## config.mk

```make
export PLATFORM = sky130hd
export DESIGN_NAME = alu_share_arbiter_flat
export DESIGN_NICKNAME = d
export VERILOG_FILES = /design/src/rtl/alu_share_if.sv /design/src/rtl/alu_share_arbiter.sv /design/src/flat_wrapper.sv
export SDC_FILE = /design/constraint.sdc
export NUM_CORES = 1
export LEC_CHECK = 0
export CAP_MARGIN = 20
export CORE_ASPECT_RATIO = 1.75
export CORE_MARGIN = 1.5
export CORE_UTILIZATION = 47
export CTS_BUF_LIST = sky130_fd_sc_hd__clkbuf_16
export CTS_CLUSTER_SIZE = 20
export DETAILED_ROUTE_END_ITERATION = 8
export PLACE_DENSITY_LB_ADDON = 0.12
export SETUP_SLACK_MARGIN = 0.05
export SKIP_CTS_REPAIR_TIMING = 1
export SYNTH_ARGS = -nofsm -noshare
export SYNTH_HDL_FRONTEND = slang
export SYNTH_SLANG_ARGS = --single-unit
```

## constraint.sdc

```tcl
create_clock -name clk -period 2.24 [get_ports clk]
set_clock_uncertainty 0.05 [all_clocks]
set_input_delay 0.448 -clock clk [delete_from_list [all_inputs] [get_ports clk]]
set_output_delay 0.448 -clock clk [all_outputs]
set_load 0.01 [all_outputs]
```

## src/rtl/alu_share_if.sv

```systemverilog
// Handshake/bus bundle between two ALU clients and the shared ALU arbiter.
// With ALU_FLAGS_EN defined the bundle also carries the zero/carry flags.
interface alu_share_if #(
   parameter int WIDTH = 3
);
   logic             req0;
   logic [1:0]       op0;
   logic [WIDTH-1:0] a0;
   logic [WIDTH-1:0] b0;
   logic             req1;
   logic [1:0]       op1;
   logic [WIDTH-1:0] a1;
   logic [WIDTH-1:0] b1;
   logic             ack0;
   logic             ack1;
   logic             gnt0;
   logic             gnt1;
   logic             done0;
   logic             done1;
   logic [WIDTH-1:0] result;
   logic             busy;
`ifdef ALU_FLAGS_EN
   logic             zero;
   logic             carry;

   modport master (
      output req0, op0, a0, b0, req1, op1, a1, b1, ack0, ack1,
      input  gnt0, gnt1, done0, done1, result, busy, zero, carry
   );
   modport slave (
      input  req0, op0, a0, b0, req1, op1, a1, b1, ack0, ack1,
      output gnt0, gnt1, done0, done1, result, busy, zero, carry
   );
`else
   modport master (
      output req0, op0, a0, b0, req1, op1, a1, b1, ack0, ack1,
      input  gnt0, gnt1, done0, done1, result, busy
   );
   modport slave (
      input  req0, op0, a0, b0, req1, op1, a1, b1, ack0, ack1,
      output gnt0, gnt1, done0, done1, result, busy
   );
`endif
endinterface

```

## src/rtl/alu_share_arbiter.sv

```systemverilog
// Round-robin arbiter sharing one add/sub/and/shr ALU between two requesters.
// Optional macro ALU_FLAGS_EN adds registered zero/carry outputs.
module alu_share_arbiter #(
   parameter int WIDTH = 3
) (
   input logic       clk,
   input logic       rst_n,
   alu_share_if.slave bus
);
   typedef enum logic [1:0] {IDLE, EXEC, RESP} state_t;

   state_t           state_reg, state_next;
   logic             ptr_reg, ptr_next;
   logic             owner_reg, owner_next;
   logic [1:0]       op_reg, op_next;
   logic [WIDTH-1:0] a_reg, a_next;
   logic [WIDTH-1:0] b_reg, b_next;
   logic [WIDTH-1:0] result_reg, result_next;
   logic             gnt0_reg, gnt0_next;
   logic             gnt1_reg, gnt1_next;
   logic             done0_reg, done0_next;
   logic             done1_reg, done1_next;
   logic             busy_reg, busy_next;
   logic             win_w;
   logic [WIDTH-1:0] alu_y;

   // Pointer only matters on a tie; a lone requester always wins.
   assign win_w = (bus.req0 && bus.req1) ? ptr_reg : bus.req1;

`ifdef ALU_FLAGS_EN
   logic             zero_reg, zero_next;
   logic             carry_reg, carry_next;
   logic             alu_c;
   logic [WIDTH:0]   sum_w, diff_w;

   assign sum_w  = {1'b0, a_reg} + {1'b0, b_reg};
   assign diff_w = {1'b0, a_reg} + {1'b0, ~b_reg} + {{WIDTH{1'b0}}, 1'b1};
   assign alu_c  = (op_reg == 2'd0) ? sum_w[WIDTH] :
                   (op_reg == 2'd1) ? diff_w[WIDTH] : 1'b0;
   assign bus.zero  = zero_reg;
   assign bus.carry = carry_reg;
`else
   logic [WIDTH-1:0] sum_w, diff_w;

   assign sum_w  = a_reg + b_reg;
   assign diff_w = a_reg + ~b_reg + {{(WIDTH-1){1'b0}}, 1'b1};
`endif

   always_comb begin
      alu_y = '0;
      case (op_reg)
         2'd0:    alu_y = sum_w[WIDTH-1:0];
         2'd1:    alu_y = diff_w[WIDTH-1:0];
         2'd2:    alu_y = a_reg & b_reg;
         default: alu_y = {1'b0, a_reg[WIDTH-1:1]};
      endcase
   end

   always_comb begin
      state_next  = state_reg;
      ptr_next    = ptr_reg;
      owner_next  = owner_reg;
      op_next     = op_reg;
      a_next      = a_reg;
      b_next      = b_reg;
      result_next = result_reg;
      gnt0_next   = 1'b0;
      gnt1_next   = 1'b0;
      done0_next  = done0_reg;
      done1_next  = done1_reg;
`ifdef ALU_FLAGS_EN
      zero_next   = zero_reg;
      carry_next  = carry_reg;
`endif
      case (state_reg)
         IDLE: begin
            if (bus.req0 || bus.req1) begin
               owner_next = win_w;
               op_next    = win_w ? bus.op1 : bus.op0;
               a_next     = win_w ? bus.a1  : bus.a0;
               b_next     = win_w ? bus.b1  : bus.b0;
               gnt0_next  = !win_w;
               gnt1_next  = win_w;
               state_next = EXEC;
            end
         end
         EXEC: begin
            result_next = alu_y;
`ifdef ALU_FLAGS_EN
            zero_next   = (alu_y == '0);
            carry_next  = alu_c;
`endif
            state_next  = RESP;
         end
         RESP: begin
            // First RESP cycle raises done; ack is honoured only once done is visible.
            if (!(done0_reg || done1_reg)) begin
               done0_next = !owner_reg;
               done1_next = owner_reg;
            end else if (owner_reg ? bus.ack1 : bus.ack0) begin
               done0_next = 1'b0;
               done1_next = 1'b0;
               ptr_next   = !owner_reg;
               state_next = IDLE;
            end
         end
         default: state_next = IDLE;
      endcase
      busy_next = (state_next != IDLE);
   end

   always_ff @(posedge clk or negedge rst_n) begin
      if (!rst_n) begin
         state_reg  <= IDLE;
         ptr_reg    <= 1'b0;
         owner_reg  <= 1'b0;
         op_reg     <= '0;
         a_reg      <= '0;
         b_reg      <= '0;
         result_reg <= '0;
         gnt0_reg   <= 1'b0;
         gnt1_reg   <= 1'b0;
         done0_reg  <= 1'b0;
         done1_reg  <= 1'b0;
         busy_reg   <= 1'b0;
`ifdef ALU_FLAGS_EN
         zero_reg   <= 1'b0;
         carry_reg  <= 1'b0;
`endif
      end else begin
         state_reg  <= state_next;
         ptr_reg    <= ptr_next;
         owner_reg  <= owner_next;
         op_reg     <= op_next;
         a_reg      <= a_next;
         b_reg      <= b_next;
         result_reg <= result_next;
         gnt0_reg   <= gnt0_next;
         gnt1_reg   <= gnt1_next;
         done0_reg  <= done0_next;
         done1_reg  <= done1_next;
         busy_reg   <= busy_next;
`ifdef ALU_FLAGS_EN
         zero_reg   <= zero_next;
         carry_reg  <= carry_next;
`endif
      end
   end

   assign bus.gnt0   = gnt0_reg;
   assign bus.gnt1   = gnt1_reg;
   assign bus.done0  = done0_reg;
   assign bus.done1  = done1_reg;
   assign bus.result = result_reg;
   assign bus.busy   = busy_reg;
endmodule

```

## src/flat_wrapper.sv

```systemverilog
// flat-port wrapper written by rule: the top's interface ports become plain ports
module alu_share_arbiter_flat 
#(
   parameter int WIDTH = 3
)
  (clk, rst_n, bus_req0, bus_op0, bus_a0, bus_b0, bus_req1, bus_op1, bus_a1, bus_b1, bus_ack0, bus_ack1, bus_gnt0, bus_gnt1, bus_done0, bus_done1, bus_result, bus_busy);
  alu_share_if #(.WIDTH(WIDTH)) bus_i ();
  input logic clk;
  input logic rst_n;
  input wire logic [$bits(bus_i.req0)-1:0] bus_req0;
  input wire logic [$bits(bus_i.op0)-1:0] bus_op0;
  input wire logic [$bits(bus_i.a0)-1:0] bus_a0;
  input wire logic [$bits(bus_i.b0)-1:0] bus_b0;
  input wire logic [$bits(bus_i.req1)-1:0] bus_req1;
  input wire logic [$bits(bus_i.op1)-1:0] bus_op1;
  input wire logic [$bits(bus_i.a1)-1:0] bus_a1;
  input wire logic [$bits(bus_i.b1)-1:0] bus_b1;
  input wire logic [$bits(bus_i.ack0)-1:0] bus_ack0;
  input wire logic [$bits(bus_i.ack1)-1:0] bus_ack1;
  output wire logic [$bits(bus_i.gnt0)-1:0] bus_gnt0;
  output wire logic [$bits(bus_i.gnt1)-1:0] bus_gnt1;
  output wire logic [$bits(bus_i.done0)-1:0] bus_done0;
  output wire logic [$bits(bus_i.done1)-1:0] bus_done1;
  output wire logic [$bits(bus_i.result)-1:0] bus_result;
  output wire logic [$bits(bus_i.busy)-1:0] bus_busy;
  assign bus_i.req0 = bus_req0;
  assign bus_i.op0 = bus_op0;
  assign bus_i.a0 = bus_a0;
  assign bus_i.b0 = bus_b0;
  assign bus_i.req1 = bus_req1;
  assign bus_i.op1 = bus_op1;
  assign bus_i.a1 = bus_a1;
  assign bus_i.b1 = bus_b1;
  assign bus_i.ack0 = bus_ack0;
  assign bus_i.ack1 = bus_ack1;
  assign bus_gnt0 = bus_i.gnt0;
  assign bus_gnt1 = bus_i.gnt1;
  assign bus_done0 = bus_i.done0;
  assign bus_done1 = bus_i.done1;
  assign bus_result = bus_i.result;
  assign bus_busy = bus_i.busy;
  alu_share_arbiter #(.WIDTH(WIDTH)) u_core (.clk(clk), .rst_n(rst_n), .bus(bus_i));
endmodule
```

==> run summary <==
drt pass-1 iters -> 4
RSZ-0062 raised after global routing -> no
Worst Setup Path Type -> reg -> reg
Fin Setup TNS -> 0 ps
Syn Nets -> 123
worst reg-to-reg path cell count -> 5
distinct cell type count after synthesis -> 33
M1 GR Usage -> 23.1%
Syn Inst Count -> 95
sequential fraction of the synthesis area -> 46.1%
Max clock buf depth -> 2
syn avg cell area -> 11.4 sq um
CTS clk-pin slew, worst paths -> 60 ps
setup violators final -> 0
CTS sink cnt -> 20
initial core utilization -> 50.5%
WP data required -> 2330 ps
mux contribution to synthesized area -> 4.73%
reg-to-reg setup timing slack -> 490 ps
fillers -> 170
reg2reg start -> u_core.b_reg[0]$_DFFE_PN0P_
clock latency on the worst-skew pair -> 250 ps
Cells on Worst Hold Path -> 2
pre-CTS WS -> 275 ps
Iter 0 DRT Violations -> 12
clock tree root buffer cell -> clkbuf_16
Hold Path Sink -> u_core.bus.result[0]$_DFFE_PN0N_
largest net degree at the start of global routing -> 21
antenna violations before repair -> 0
vias in the first global route -> 895
Synth Area in Simple Gates -> 12.7%
post-synthesis xor/xnor area fraction -> 0.807%
Synthesis Warnings -> 0
fmax -> 571 MHz
Core Footprint -> 2150 sq um
Layout Cell Area excl Fill -> 1490 sq um
Post-DP Area -> 1380 sq um
crit path launch type -> flop
ANT nets after route -> 0
drt total wl -> 2560 microns
row count -> 22
ant diodes -> 0
Seq cells post-synth -> 20
combinational family with the most area after synthesis -> compound AO/OA/AOI/OAI gates
Post-Place Cells -> 144
filler-free cell count of the finished design -> 148
Cell Chain, Critical Path -> ha_1 > fa_1 > mux2i_1 > xnor2_1 > a221o_1
TritonCTS clock tree -> built
minimum clock period -> 1750 ps
Post-layout nets -> 153
CP max stage delay -> 400 ps
PwrDens -> 1430 nW/um^2
slowest cell on the critical path -> dfrtp_1
Critical Path Start -> u_core.b_reg[0]$_DFFE_PN0P_
final worst path period share -> 78.2%
Num CTS Buffers -> 3
H-tree levels -> 1
max-cap violations -> 0
Final HPWL DP -> 1970 microns
min-delay src -> u_core.bus.result[0]$_DFFE_PN0N_
area grow syn2layout -> 37.0%
routing usage on met3 -> 3.33%
Slew Limit Fails -> 0
Crit. End Element -> flop
total gr overflow -> 0
GRT Total Usage -> 22.9%
VDD IR max -> 0.841 mV
multi-input logic area -> 531 sq um
Slew headroom -> 64.0%
GRT met2 Usage -> 44.0%
PortBufs -> 29
vias per std cell -> 5.78
worst slew pin tran -> 536 ps
Adder-Cell Fraction of Synth Area -> 8.30%
wire length per cell -> 17.3 microns
data arrival time of the critical path -> 1840 ps
vias -> 856
final core utilization -> 69.2%
DRC -> 0
worst reg2reg endpoint -> u_core.bus.result[2]$_DFFE_PN0N_
outcome -> finished clean
cell area after synthesis -> 1080 sq um
most used routing layer -> met2
gp weighted congestion -> 0.695
HP Class -> reg -> reg
Final WS setup -> 488 ps
Die Y-Extent -> 66.6 microns
Die W -> 39.3 microns
compound-gate portion of the synthesized area -> 22.4%
I/O pins -> 30
Leak -> 0.645 nW
CP Max Fanout -> 3
Final Hold Violating Endpoints -> 0
Reg area -> 500 sq um
first-pass GRT wire length -> 4090 microns
share of layout cells above drive strength 1 -> 8.87%
DIE AREA -> 2620 sq um
## cells in the mapped netlist
cell	n	share of area, %
dfrtp_1	20	46
a221o_1	9	8.3
inv_1	6	2.1
a21boi_0	5	3.5
a21oi_1	5	2.3
nor2_1	5	1.7
ha_1	4	4.6
mux2i_1	4	3.7
o21ai_0	4	1.8
nand2_1	3	1.0
a22o_1	2	1.6
a2bb2oi_1	2	1.6
clkbuf_1	2	0.69
fa_1	2	3.7
nand2b_1	2	1.2
nand3b_1	2	1.4
nor3b_1	2	1.4
a21o_1	1	0.69
a31oi_1	1	0.58
and2b_2	1	0.81
and3_4	1	1.0
buf_2	1	0.46
buf_4	1	0.69
buf_6	1	1.0
mux2_2	1	1.0
nor2_4	1	1.0
nor2b_1	1	0.58
nor4_4	1	2.0
o211ai_1	1	0.69
o22ai_1	1	0.58
o31ai_1	1	0.69
or2_2	1	0.58
xnor2_1	1	0.81
## metal layers
layer | wire length, microns | vias to the layer above
li1 | - | 407
met1 | 938 | 432
met2 | 1520 | 12
met3 | 50 | 5
met4 | 44 | 0
met5 | 0 | -
## worst max path at each step
stage | end | slack [ps] | cells after the start
after floorplan | u_core.bus.result[2]$_DFFE_PN0N_ | 600 | 5
after global placement | u_core.op_reg[0]$_DFFE_PN0P_ | 340 | 4
after detailed placement | u_core.op_reg[0]$_DFFE_PN0P_ | 270 | 4
after CTS | u_core.bus.result[2]$_DFFE_PN0N_ | 480 | 5
after global routing | u_core.op_reg[0]$_DFFE_PN0P_ | 430 | 4
final | u_core.bus.result[2]$_DFFE_PN0N_ | 490 | 5
## cell families after synthesis
logic type | Yosys count
mux | 5
fa+ha+maj | 6
flops | 20
compound gates | 32
simple gates | 20
buf+inv | 11
xor+xnor | 1
## critical path, delay by kind of cell, from the launching register on
family	cells	cell delay, ps
mux	1	190
compound gates	1	320
flops	1	400
xor+xnor	1	90
fa+ha+maj	2	590
## layout by cell type, fill, tap and decap left out, drive strengths merged, types with 2 or more instances in the layout
cell	instances
a21boi	5
a21oi	5
a221o	9
a22o	2
a2bb2oi	2
clkbuf	3
clkdlybuf4s50	29
dfrtp	20
fa	2
ha	4
inv	6
mux2i	4
nand2	3
nand2b	2
nand3b	2
nor2	6
nor3b	2
o21ai	4
## cell type report
type	instances	share of cell area, %
clock buffer	3	5.05
sequential	20	33.7
inverter	6	1.52
multi-input combinational	64	35.7
clock inverter	1	2.02
tap	24	2.02
timing repair buffer	30	20.0
## where the power goes
part | switching (mW) | internal (mW) | total (mW)
Clock | 0.134 | 0.354 | 0.488
Sequential | 0.192 | 0.531 | 0.723
Combinational | 0.420 | 0.492 | 0.912
## metrics by stage
step	hold WS (ps)	total power, mW
2_1_floorplan	102	1.33
3_3_place_gp	416	1.60
3_5_place_dp	429	1.64
4_1_cts	441	2.13
5_1_grt	466	2.25
6_report	436	2.12
Note: power is estimated with default switching activity, not from simulation.
==> RTL edit 1 (same settings) <==
`WIDTH` is set to 3 in 3 places; all go to 6.
--- a/src/rtl/alu_share_if.sv
+++ b/src/rtl/alu_share_if.sv
@@ -1,7 +1,7 @@
 // Handshake/bus bundle between two ALU clients and the shared ALU arbiter.
 // With ALU_FLAGS_EN defined the bundle also carries the zero/carry flags.
 interface alu_share_if #(
-   parameter int WIDTH = 3
+   parameter int WIDTH = 6
 );
    logic             req0;
    logic [1:0]       op0;
--- a/src/rtl/alu_share_arbiter.sv
+++ b/src/rtl/alu_share_arbiter.sv
@@ -1,7 +1,7 @@
 // Round-robin arbiter sharing one add/sub/and/shr ALU between two requesters.
 // Optional macro ALU_FLAGS_EN adds registered zero/carry outputs.
 module alu_share_arbiter #(
-   parameter int WIDTH = 3
+   parameter int WIDTH = 6
 ) (
    input logic       clk,
    input logic       rst_n,
--- a/src/flat_wrapper.sv
+++ b/src/flat_wrapper.sv
@@ -1,7 +1,7 @@
 // flat-port wrapper written by rule: the top's interface ports become plain ports
 module alu_share_arbiter_flat 
 #(
-   parameter int WIDTH = 3
+   parameter int WIDTH = 6
 )
   (clk, rst_n, bus_req0, bus_op0, bus_a0, bus_b0, bus_req1, bus_op1, bus_a1, bus_b1, bus_ack0, bus_ack1, bus_gnt0, bus_gnt1, bus_done0, bus_done1, bus_result, bus_busy);
   alu_share_if #(.WIDTH(WIDTH)) bus_i ();
Interface: changed (5 resized); port bits go from 30 to 45. No check against the original RTL was run, so the function may have changed too.
==> RTL edit 1 against the unedited design <==
Non-clock buffer count rose by 23. Global-route usage increased by 1.4 points. Final area rose by 62%. Power increased by 74%. Critical path depth up 2. Setup slack got worse by 340 ps. Final cell count up 88%. Routed wire length grew 72%. Sequential cell count grew 9. Core utilization down 2.1 points. Area after synthesis is 60% higher.
==> RTL edit 1: results (changes against the unedited design) <==
detailed_routing:
  drt_pass1_iterations: 4  # unchanged
  first_iter_violations: 66  # +54
  avgViaCountPerCell: 5.640  # -2.5%
  wl_per_cell_microns: 15.80  # -8.5%
  drc: 0  # unchanged
worst_setup_path:
  reg2reg_slack_ps: 150  # -340 ps
  startpoint: "u_core.b_reg[1]"
  endpoint: "u_core.bus.result[5]"
  cpPeakStageDelay_ps: 370  # -30 ps
  crit_family: "compound AO/OA/AOI/OAI gates"
  critPathKind: "flip-flop to flip-flop"
  rr_worst_depth: 7  # +2
  regToRegEndpoint: "u_core.bus.result[5]"
yosys:
  synthTopCellsByCount: "dfrtp_1 (29), inv_1 (28), nand2_1 (16)"
  yosys-top-cells-area: "dfrtp_1 (42%), a222oi_1 (8.1%), ha_1 (7.9%)"
  synth_seq_area_share: 0.4176  # -0.04379
  synth_nets: 225  # +83%
  yosysUniqueCellTypes: 39  # +18%
place:
  io_buffers: 44  # +52%
  routabilityCongestion: 0.8752  # +26%
  hpwl_mm: 3.407  # +73%
worst_hold_path:
  min_to: "u_core.bus.result[1]"
  min-delay-start: "u_core.bus.result[1]"
finish:
  nClkBuffers: 5  # +2
  buf_share: 0.2108  # +0.01046
  multi_input_area_sq_um: 880.8  # +66%
  nNetsFinal: 279  # +82%
  layout-drive-gt1-share: 0.09914  # +0.01043
  multi_input_gates: 115  # +80%
  clkCellAreaFrac: 0.05504  # -0.01567
  signal_buffers: 53  # +77%
  nFillCells: 288  # +69%
  seq_cell_count: 29  # +45%
  regArea_sq_um: 725.7  # +45%
  inv_count: 28  # +22
clock_tree:
  clk_latency_ps: 270  # +20 ps
  htree_levels: 2  # +1
global_routing:
  grt_pass1_vias: 1713  # +91%
  grt_max_degree: 30  # +43%
  grt_pass1_wl_mm: 7.638  # +87%
  grt_use_total: 0.2431  # +0.01420
timing:
  relSlewSlack: 0.6556  # +0.01592
power_and_ir_drop:
  swShare: 0.4021  # +0.05066
  vdd_drop_max_mv: 0.8738  # +3.9%
status:
  outcome: "finished clean"
==> RTL edit 1: changes by cell type after synthesis, sizes merged, moves of 9 or more <==
cell    unedited run  this run
inv                6        28
a222oi             0        14
nand2              3        16
o21ai              4        15
a221o              9         0
dfrtp             20        29
==> RTL edit 1: logic make-up (layout without fill, tap and decap cells) <==
family                     Yosys count  count (layout)  synth area share
AOI/OAI and AO/OA                   49              49            0.2088
and+or+nand+nor                     44              44            0.1346
buffers and inverters               34              88           0.07559
DFF                                 29              29            0.4176
adders and majority gates           13              13            0.1022
muxes                                8               8           0.05615
xor gates and xnor gates             1               1          0.005041
==> RTL edit 1: power groups by stage <==
stage	Clock (mW)	Combinational, mW	Sequential (mW)
3_3_place_gp	0	1.92	1.05
3_5_place_dp	0	2.02	1.07
4_1_cts	0.628	2.02	1.06
6_report	0.615	2.03	1.05
2_1_floorplan	0	1.38	0.987
5_1_grt	0.643	2.28	1.09
==> RTL edit 1: metal layers <==
| metal | track usage | vias up | routed length, microns |
|---|---|---|---|
| met5 | 0 | - | 0 |
| met3 | 0.04856 | 13 | 165 |
| met4 | 0.1377 | 0 | 134 |
| met2 | 0.4384 | 41 | 2441 |
| met1 | 0.2545 | 760 | 1651 |
| li1 | - | 754 | - |
==> RTL edit 1: metrics by stage <==
step / worst slack (ps) / instance area [sq um] / hold slack, ps / power (mW) / cells
2_1_floorplan: 234.0 / 1738 / 102.4 / 2.364 / 178
3_3_place_gp: 158.3 / 2270 / 417.3 / 2.970 / 270
3_5_place_dp: 95.05 / 2270 / 433.8 / 3.084 / 270
4_1_cts: 82.68 / 2402 / 444.8 / 3.711 / 277
5_1_grt: 66.68 / 2410 / 466.5 / 4.013 / 278
6_report: 150.3 / 2410 / 438.8 / 3.696 / 278
==> RTL edit 2 (same settings) <==
Without the edit above. Encoding of `state_t`: now one-hot (3 bits for 3 states).
--- a/src/rtl/alu_share_arbiter.sv
+++ b/src/rtl/alu_share_arbiter.sv
@@ -7,7 +7,7 @@
    input logic       rst_n,
    alu_share_if.slave bus
 );
-   typedef enum logic [1:0] {IDLE, EXEC, RESP} state_t;
+   typedef enum logic [2:0] {IDLE = 3'b001, EXEC = 3'b010, RESP = 3'b100} state_t;
 
    state_t           state_reg, state_next;
    logic             ptr_reg, ptr_next;
Behaviour: same outputs for any inputs over 10 cycles, from zero or initial values and one cycle with rst_n low; not proved beyond that.
==> RTL edit 2 against the unedited design <==
Critical endpoint is now u_core.bus.result[1]. Routed wire length decreased by 23%. Sequential cell count increased by 1. First-iteration DRC count is 42% lower. Die area up 1.1%. Core utilization down 2.9 points. Final area grew 0.17%. Setup slack got worse by 270 ps. Highest routed layer unchanged. Critical path depth unchanged. Area after synthesis rose by 1.2%. Largest power group unchanged. Power is 9.5% lower.
==> RTL edit 2: results (changes against the unedited design) <==
status:
  outcome: "finished clean"
place:
  hpwl_mm: 1.612  # -18%
  routabilityCongestion: 0.7545  # +8.5%
  io_buffers: 29  # unchanged
clock_tree:
  htree_levels: 1  # unchanged
  clkTransAtPathRegs_ps: 50
  clk_latency_ps: 250  # about the same
  cts_buffer_depth: 2  # unchanged
  numCtsBuffers: 3  # unchanged
  cts_root_buf: "clkbuf_16"
yosys:
  yosys-top-cells-area: "dfrtp_1 (46%), a221o_1 (7.3%), and3_1 (5.1%)"
  synth_nets: 118  # -4.1%
  synthTopCellsByCount: "dfrtp_1 (20), and3_1 (9), a221o_1 (8)"
  synth_seq_area_share: 0.4800  # +0.01868
  synth_warnings: 0  # unchanged
  async_reset_ff_frac: 1.000  # unchanged
  yosysUniqueCellTypes: 36  # +9.1%
  synth_edf_count: 0  # unchanged
power_and_ir_drop:
  leakage_nw: 0.7026  # +8.9%
  p_int_mw: 1.283  # -6.9%
  vdd_drop_max_mv: 0.6930  # -18%
worst_setup_path:
  cpPeakStageDelay_ps: 490  # +90 ps
  cp_slowest_cell: "fa_1"
  crit_family: "multiplexers"
  arrival_ps: 2110  # +270 ps
  cp_max_fo: 3  # unchanged
worst_hold_path:
  hold_path.class: "flip-flop to flip-flop"
finish:
  nFillCells: 178  # +4.7%
  nNetsFinal: 150  # -2.0%
  layout-drive-gt1-share: 0.1074  # +0.01873
  antenna_cells: 0  # unchanged
detailed_routing:
  first_iter_violations: 7  # -5
  drt_pass1_iterations: 3  # -1
  totalWireLength_mm: 1.975  # -23%
  num_vias: 801  # -6.4%
global_routing:
  grt_max_degree: 22  # +4.8%
  grt_pass1_vias: 761  # -15%
  grt_pass1_wl_mm: 3.318  # -19%
  grt_use_total: 0.1867  # -0.04226
  antenna_found_initial: 0  # unchanged
timing:
  relSlewSlack: 0.6868  # +0.04711
==> RTL edit 2: changes by cell type in the layout (fill, tap and decap cells not counted), moves of 2 or more <==
cell / before / now
a21boi_0: 5 / 1
a21oi_1: 5 / 1
and3_1: 0 / 9
buf_4: 1 / 3
nand2_1: 3 / 1
nand3b_1: 2 / 0
nor2_1: 5 / 2
or3b_1: 0 / 2
==> RTL edit 2: area by class of cell <==
class,instances,area share
inverter,7,0.01765
clock buffer,3,0.05042
timing repair buffer,32,0.2101
multi-input combinational,57,0.3437
sequential,21,0.3538
tap,25,0.02101
clock inverter,1,0.003361
==> RTL edit 2: power groups by stage <==
stage / Clock (mW) / Combinational (mW) / Sequential (mW)
global placement: 0 / 0.802 / 0.718
detailed placement: 0 / 0.832 / 0.734
CTS: 0.380 / 0.840 / 0.729
global route: 0.399 / 0.928 / 0.757
finish: 0.375 / 0.822 / 0.725
floorplan: 0 / 0.575 / 0.710
==> RTL edit 2: path summary, 6_finish.rpt <==
check / cells past startpoint / slack (ps) / end / from
setup / recovery: 5 / 220 / u_core.bus.result[1] / u_core.b_reg[0]
hold / removal: 2 / 430 / u_core.bus.result[0] / u_core.bus.result[0]
setup reg to reg: 5 / 220 / u_core.bus.result[1] / u_core.b_reg[0]
hold reg to reg: 2 / 430 / u_core.bus.result[0] / u_core.bus.result[0]
max in group asynchronous: 2 / 1380 / u_core.state_reg[0] / rst_n
min in group asynchronous: 2 / 490 / u_core.bus.result[0] / rst_n
==> RTL edit 2: cells by family (layout without fill, tap and decap cells) <==
| group | Yosys count | after routing | synth area share |
|---|---|---|---|
| DFF | 21 | 21 | 0.4800 |
| and+or+nand+nor | 20 | 20 | 0.1243 |
| adders and majority gates | 6 | 6 | 0.08210 |
| buffers and inverters | 12 | 43 | 0.05360 |
| xor gates and xnor gates | 1 | 1 | 0.007983 |
| AOI/OAI and AO/OA | 22 | 22 | 0.1654 |
| muxes | 8 | 8 | 0.08666 |
==> RTL edit 2: per-stage QoR <==
step	area, sq um	hold slack (ps)	setup slack [ps]	instances	total power, mW
floorplan	1097	102.4	287.6	90	1.286
global placement	1409	409.9	270.3	142	1.521
detailed placement	1409	421.7	211.9	142	1.566
CTS	1489	433.8	211.5	146	1.950
global route	1489	469.2	125.9	146	2.084
finish	1489	431.3	216.2	146	1.922
==> RTL edit 2: tightest hold or removal path, delay by kind of cell, from the launching register on <==
family	cells	cell delay [ps]
flops	1	340
compound gates	1	60
simple gates	1	50
==> RTL edit 2: metal layers <==
metal  part of all wire  GRT usage  vias to the layer above
li1                   -          -                      397
met1               0.39     0.2065                      374
met2               0.55     0.3238                       26
met3              0.034    0.03000                        4
met4              0.020    0.09052                        0
met5                  0          0                        -
